<file path="src/rtl/sm4_key_schedule.sv">
// sm4_key_schedule: SM4 round-key expansion with on-chip storage of all 32
// round keys and a registered read port usable in either round order.
//
// Ports:
//   clk        - clock, all state updates on the rising edge
//   rst_n      - asynchronous active-low reset
//   key_start  - one-cycle request to expand key_in (ignored while expanding)
//   key_in     - 128-bit master key, MK0 = key_in[127:96] .. MK3 = key_in[31:0]
//   decrypt    - read order: 0 = rk[rk_index], 1 = rk[31 - rk_index]
//   rk_index   - round number requested by the round datapath
//   rk_out     - selected round key, one cycle after rk_index/decrypt, 0 unless ready
//   key_busy   - expansion in progress
//   key_ready  - all 32 round keys valid
//
// transform_for_key_exp: key-schedule transform T' = L'(tau(x)), i.e. a
// byte-wise S-box followed by B ^ (B <<< 13) ^ (B <<< 23).
//
// Ports:
//   din        - 32-bit transform input
//   dout       - 32-bit transform output

module transform_for_key_exp (
  input  logic [31:0] din,
  output logic [31:0] dout
);

  localparam logic [7:0] SBOX [256] = '{
    8'hd6, 8'h90, 8'he9, 8'hfe, 8'hcc, 8'he1, 8'h3d, 8'hb7, 8'h16, 8'hb6, 8'h14, 8'hc2, 8'h28, 8'hfb, 8'h2c, 8'h05,
    8'h2b, 8'h67, 8'h9a, 8'h76, 8'h2a, 8'hbe, 8'h04, 8'hc3, 8'haa, 8'h44, 8'h13, 8'h26, 8'h49, 8'h86, 8'h06, 8'h99,
    8'h9c, 8'h42, 8'h50, 8'hf4, 8'h91, 8'hef, 8'h98, 8'h7a, 8'h33, 8'h54, 8'h0b, 8'h43, 8'hed, 8'hcf, 8'hac, 8'h62,
    8'he4, 8'hb3, 8'h1c, 8'ha9, 8'hc9, 8'h08, 8'he8, 8'h95, 8'h80, 8'hdf, 8'h94, 8'hfa, 8'h75, 8'h8f, 8'h3f, 8'ha6,
    8'h47, 8'h07, 8'ha7, 8'hfc, 8'hf3, 8'h73, 8'h17, 8'hba, 8'h83, 8'h59, 8'h3c, 8'h19, 8'he6, 8'h85, 8'h4f, 8'ha8,
    8'h68, 8'h6b, 8'h81, 8'hb2, 8'h71, 8'h64, 8'hda, 8'h8b, 8'hf8, 8'heb, 8'h0f, 8'h4b, 8'h70, 8'h56, 8'h9d, 8'h35,
    8'h1e, 8'h24, 8'h0e, 8'h5e, 8'h63, 8'h58, 8'hd1, 8'ha2, 8'h25, 8'h22, 8'h7c, 8'h3b, 8'h01, 8'h21, 8'h78, 8'h87,
    8'hd4, 8'h00, 8'h46, 8'h57, 8'h9f, 8'hd3, 8'h27, 8'h52, 8'h4c, 8'h36, 8'h02, 8'he7, 8'ha0, 8'hc4, 8'hc8, 8'h9e,
    8'hea, 8'hbf, 8'h8a, 8'hd2, 8'h40, 8'hc7, 8'h38, 8'hb5, 8'ha3, 8'hf7, 8'hf2, 8'hce, 8'hf9, 8'h61, 8'h15, 8'ha1,
    8'he0, 8'hae, 8'h5d, 8'ha4, 8'h9b, 8'h34, 8'h1a, 8'h55, 8'had, 8'h93, 8'h32, 8'h30, 8'hf5, 8'h8c, 8'hb1, 8'he3,
    8'h1d, 8'hf6, 8'he2, 8'h2e, 8'h82, 8'h66, 8'hca, 8'h60, 8'hc0, 8'h29, 8'h23, 8'hab, 8'h0d, 8'h53, 8'h4e, 8'h6f,
    8'hd5, 8'hdb, 8'h37, 8'h45, 8'hde, 8'hfd, 8'h8e, 8'h2f, 8'h03, 8'hff, 8'h6a, 8'h72, 8'h6d, 8'h6c, 8'h5b, 8'h51,
    8'h8d, 8'h1b, 8'haf, 8'h92, 8'hbb, 8'hdd, 8'hbc, 8'h7f, 8'h11, 8'hd9, 8'h5c, 8'h41, 8'h1f, 8'h10, 8'h5a, 8'hd8,
    8'h0a, 8'hc1, 8'h31, 8'h88, 8'ha5, 8'hcd, 8'h7b, 8'hbd, 8'h2d, 8'h74, 8'hd0, 8'h12, 8'hb8, 8'he5, 8'hb4, 8'hb0,
    8'h89, 8'h69, 8'h97, 8'h4a, 8'h0c, 8'h96, 8'h77, 8'h7e, 8'h65, 8'hb9, 8'hf1, 8'h09, 8'hc5, 8'h6e, 8'hc6, 8'h84,
    8'h18, 8'hf0, 8'h7d, 8'hec, 8'h3a, 8'hdc, 8'h4d, 8'h20, 8'h79, 8'hee, 8'h5f, 8'h3e, 8'hd7, 8'hcb, 8'h39, 8'h48
  };

  logic [31:0] b;

  always_comb begin
    b = '0;
    for (int unsigned j = 0; j < 4; j++) begin
      b[j*8 +: 8] = SBOX[din[j*8 +: 8]];
    end
  end

  // B ^ (B <<< 13) ^ (B <<< 23)
  assign dout = b ^ {b[18:0], b[31:19]} ^ {b[8:0], b[31:9]};

endmodule

module sm4_key_schedule (
  input  logic         clk,
  input  logic         rst_n,
  input  logic         key_start,
  input  logic [127:0] key_in,
  input  logic         decrypt,
  input  logic [4:0]   rk_index,
  output logic [31:0]  rk_out,
  output logic         key_busy,
  output logic         key_ready
);

  typedef enum logic [1:0] {
    IDLE,
    EXPAND,
    READY
  } state_t;

  localparam logic [127:0] FK = 128'hA3B1BAC6_56AA3350_677D9197_B27022DC;

  state_t      state;
  logic [4:0]  cnt;
  logic [31:0] k  [4];
  logic [31:0] rk [32];

  logic [7:0]  ck_base;
  logic [31:0] ck;
  logic [31:0] t_in;
  logic [31:0] t_out;
  logic [31:0] new_k;
  logic [4:0]  sel_idx;

  // CK byte j of round i is (28*i + 7*j) mod 256; 8-bit arithmetic wraps for free.
  assign ck_base = {3'b000, cnt} * 8'd28;
  assign ck      = {ck_base, ck_base + 8'd7, ck_base + 8'd14, ck_base + 8'd21};

  assign t_in  = k[1] ^ k[2] ^ k[3] ^ ck;
  assign new_k = k[0] ^ t_out;

  transform_for_key_exp u_tprime (
    .din  (t_in),
    .dout (t_out)
  );

  // 31 - rk_index is the bitwise complement for a 5-bit index.
  assign sel_idx = decrypt ? ~rk_index : rk_index;

  always_ff @(posedge clk or negedge rst_n) begin
    if (!rst_n) begin
      state     <= IDLE;
      cnt       <= '0;
      rk_out    <= '0;
      key_busy  <= 1'b0;
      key_ready <= 1'b0;
      for (int unsigned i = 0; i < 4; i++) begin
        k[i] <= '0;
      end
      for (int unsigned i = 0; i < 32; i++) begin
        rk[i] <= '0;
      end
    end else begin
      rk_out <= key_ready ? rk[sel_idx] : '0;

      case (state)
        IDLE, READY: begin
          if (key_start) begin
            k[0]      <= key_in[127:96] ^ FK[127:96];
            k[1]      <= key_in[95:64]  ^ FK[95:64];
            k[2]      <= key_in[63:32]  ^ FK[63:32];
            k[3]      <= key_in[31:0]   ^ FK[31:0];
            cnt       <= '0;
            state     <= EXPAND;
            key_busy  <= 1'b1;
            key_ready <= 1'b0;
          end
        end

        EXPAND: begin
          rk[cnt] <= new_k;
          k[0]    <= k[1];
          k[1]    <= k[2];
          k[2]    <= k[3];
          k[3]    <= new_k;
          if (cnt == 5'd31) begin
            // Counter holds at 31; leaving EXPAND stops all further writes.
            state     <= READY;
            key_busy  <= 1'b0;
            key_ready <= 1'b1;
          end else begin
            cnt <= cnt + 5'd1;
          end
        end

        default: begin
          state     <= IDLE;
          key_busy  <= 1'b0;
          key_ready <= 1'b0;
        end
      endcase
    end
  end

endmodule

</file>
<file path="config.mk">
export PLATFORM = sky130hd
export DESIGN_NAME = sm4_key_schedule
export DESIGN_NICKNAME = d
export VERILOG_FILES = /design/src/rtl/sm4_key_schedule.sv
export SDC_FILE = /design/constraint.sdc
export NUM_CORES = 2
export LEC_CHECK = 0
export BUFFER_PORTS_ARGS = -buffer_cell sky130_fd_sc_hd__buf_2
export CAP_MARGIN = 20
export CORE_ASPECT_RATIO = 0.8
export CORE_MARGIN = 3
export CORE_UTILIZATION = 35
export CTS_CLUSTER_DIAMETER = 50
export DETAILED_ROUTE_END_ITERATION = 8
export PLACE_DENSITY_LB_ADDON = 0.08
export SLEW_MARGIN = 10
export SYNTH_ARGS = -nofsm -noshare
export SYNTH_HDL_FRONTEND = slang
export SYNTH_HIERARCHICAL = 1
export SYNTH_SLANG_ARGS = --single-unit
</file>
<file path="constraint.sdc">
create_clock -name clk -period 11 [get_ports clk]
set_clock_uncertainty 0.05 [all_clocks]
set_input_delay 1.1 -clock clk [delete_from_list [all_inputs] [get_ports clk]]
set_output_delay 1.1 -clock clk [all_outputs]
set_load 0.01 [all_outputs]
</file>
==> run_results.csv <==
group,metric,value,unit
sta,setup_viol,0,
drt,routed_wl,291000,um
grt,antenna_found_initial,5,
floorplanning,rows,151,
logic_synthesis,netlist_area,74700,um^2
outcome,status,"completed",
placed_design,port_buffers,170,
placed_design,place_ws,3.72,ns
floorplanning,core,212000,um^2
final_layout,layout-drive-gt1-share,17.0,%
clocking,cts_buffers,151,
floorplanning,die_height,419,um
grt,grt_util_all_layers,26.1,%
clocking,htreeDepth,4,
drt,ant_nets,0,
setup_path,r2r_setup_slack,3.42,ns
setup_path,cp.arrival,8.13,ns
logic_synthesis,synth_common_cells,"a21oi_1, nor2_1, dfrtp_1",
sta,finalWorstSetupSlack,3.42,ns
final_layout,fin_nets,7670,
worst_hold_path,hold_class,"in2async",
sta,hold_viol,0,
clocking,cts_root_buffer,"clkbuf_16",
clocking,clkTransAtPathRegs,0.06,ns
logic_synthesis,synth.most_common_cell,"a21oi_1",
setup_path,end_kind,"flip-flop",
clocking,cts_tree,"built",
logic_synthesis,syn_avg_cell_area,9.60,um^2
clocking,cts_resized,0,
clocking,clockBufferDepth,3,
grt,grt_pass1_vias,61200,
drt,drt_iter0_drc,7760,
logic_synthesis,seq_area_frac_synth,39.9,%
sta,period_share,68.9,%
clocking,insertion_delay,0.78,ns
floorplanning,start_util,35.3,%
drt,first_pass_iters,7,
drt,route.detailed.drc,0,
sta,timing.fmax,132,MHz
logic_synthesis,syn-num-nets,7997,
sta,slew-limit-headroom,22.6,%
floorplanning,fp.dieW,523,um
drt,num_vias,63100,
logic_synthesis,synth.top_cell.area_share,39.9,%
setup_path,reg2reg_to,"rk[866]",
grt,grt_max_degree,180,
drt,wl_per_cell,27.9,um
floorplanning,die_area,219000,um^2
drt,viasPerCell,6.06,
flow_run,max_cap_viol_count,0,
logic_synthesis,synth_enable_flop_cells,0,
drt,routed-wl-met2,130000,um
logic_synthesis,synth_top_area_cell,"dfrtp_1",
logic_synthesis,async_flop_share,100,%
setup_path,worst-endpoint-required,11.55,ns
placed_design,gp_congestion,0.986,
sta,drv_slew,0,
setup_path,rr_startpoint,"cnt[0]",
setup_path,critPathKind,"reg2reg",
grt,grt-ovfl-total,0,
placed_design,detailed_place_hpwl,177000,um
setup_path,critPathMaxFanout,54,
drt,routed.top_layer,"met5",
logic_synthesis,synth_cells,7787,
logic_synthesis,synth_cell_types,102,
sta,timing.hold.ws,0.294,ns
clocking,cts.sinks,1192,
sta,grt_setup_unrepaired,"no",
drt,wl_met3,22900,um
clocking,post_cts_buffers,0,
logic_synthesis,ys.warnings.count,6,
logic_synthesis,ys_ff_latch,1192,
drt,wl_met1,132000,um
logic_synthesis,synth_area_leaders,"dfrtp_1, mux4_2, a21oi_1",
final_layout,num-fill-cells,21000,
setup_path,rr_worst_depth,18,
clocking,holdBufCountCts,0,
sta,post-route-min-period,7.58,ns
setup_path,start_kind,"flip-flop",
logic_synthesis,yosys_most_used_dff,"dfrtp_1",
grt,grt_pass1_wl,430000,um
sta,setup_tns,0,ns
sta,worst_slew_pin_slew,1.16,ns
final_layout,synthToLayoutAreaGrowth,10.6,%
floorplanning,num_io_pins,171,
==> critical path: stages, from the launching register on <==
cell	delay, ns
dfrtp_1	0.72
fa_1	0.52
ha_1	0.25
fa_1	0.99
xnor2_1	0.18
xnor2_1	0.29
xnor2_2	0.14
buf_4	0.54
inv_1	0.45
nor2_1	0.56
o211ai_1	0.26
o211ai_1	0.14
a21oi_1	0.09
o311ai_1	0.70
xor2_1	0.47
xnor2_1	0.22
xnor2_2	0.20
buf_4	0.39
a21oi_1	0.12
==> worst max-delay path by stage <==
stage	from	end	slack (ns)
floorplan	cnt[2]	rk[1019]	5.86
global placement	cnt[0]	rk[226]	3.79
detailed placement	cnt[0]	rk[194]	3.72
CTS	cnt[0]	rk[834]	3.68
global route	cnt[0]	rk[450]	3.28
finish	cnt[0]	rk[866]	3.42
==> per-layer routing <==
layer | GRT usage, % | vias up
met5 | 0 | -
met4 | 5.72 | 2
met3 | 5.46 | 439
met2 | 39.7 | 2720
met1 | 38.3 | 32100
li1 | - | 27800
==> metrics by stage <==
step           instances  area [um^2]  utilization [%]
6_report           10400        82600             39.0
5_1_grt            10400        82600             39.0
4_1_cts            10400        82600             39.0
3_5_place_dp       10100        77400             36.5
3_3_place_gp       10100        77400             36.5
2_1_floorplan       7787        74700                -
==> layout make-up <==
cell class / count / area (um^2) / share of cell area [%]
clock inverter: 67 / 851 / 1.03
clock buffer: 206 / 4340 / 5.25
multi-input combinational: 5726 / 41600 / 50.3
antenna: 2 / 5.00 / 0.00606
tap: 2830 / 3540 / 4.28
timing repair buffer: 343 / 2330 / 2.82
inverter: 46 / 173 / 0.209
sequential: 1192 / 29800 / 36.1
==> sequential cells by signal (all words and copies together) (netlist names) <==
register and count:
rk 1024, rk_out 32, state 1, cnt 5
k 128, key_ready 1, key_busy 1
==> layout by cell type, fill, tap and decap left out, types with 33 or more instances in the layout <==
cell type | synthesis | layout
o311ai_0 | 35 | 35
o21ai_0 | 254 | 254
a31oi_1 | 111 | 111
a311oi_1 | 43 | 43
buf_2 | 296 | 166
a22oi_1 | 43 | 43
nor2_4 | 8 | 34
a211oi_1 | 122 | 122
xnor2_2 | 0 | 62
a22o_1 | 33 | 33
nor3_1 | 73 | 73
dfrtp_1 | 1192 | 1192
a21oi_1 | 1325 | 1325
nand2b_1 | 84 | 82
clkbuf_16 | 0 | 154
o211ai_1 | 74 | 74
a32oi_1 | 40 | 40
mux4_2 | 522 | 522
xnor2_1 | 168 | 106
nor2_1 | 1314 | 1312
buf_4 | 68 | 162
nor2b_1 | 73 | 71
o22ai_1 | 80 | 80
nand2_1 | 490 | 489
inv_1 | 39 | 39
mux2i_1 | 189 | 189
xor2_1 | 41 | 40
nand3_1 | 90 | 90
ha_1 | 68 | 68
==> kinds of logic (layout without fill, tap and decap cells) <==
| family | Yosys count | in the layout | share of synthesized area [%] |
|---|---|---|---|
| adder cells (fa/ha/maj) | 73 | 73 | 1.27 |
| AO/OA/AOI/OAI | 2384 | 2384 | 19.1 |
| buffers and inverters | 869 | 662 | 5.36 |
| XOR/XNOR | 211 | 211 | 2.49 |
| multiplexers | 719 | 719 | 18.4 |
| other | 0 | 2 | 0 |
| AND/OR/NAND/NOR | 2339 | 2339 | 13.4 |
| flip-flops | 1192 | 1192 | 39.9 |
Power is not shown: default switching activity piles up to over one toggle a cycle in this logic, so the estimate is an artifact.
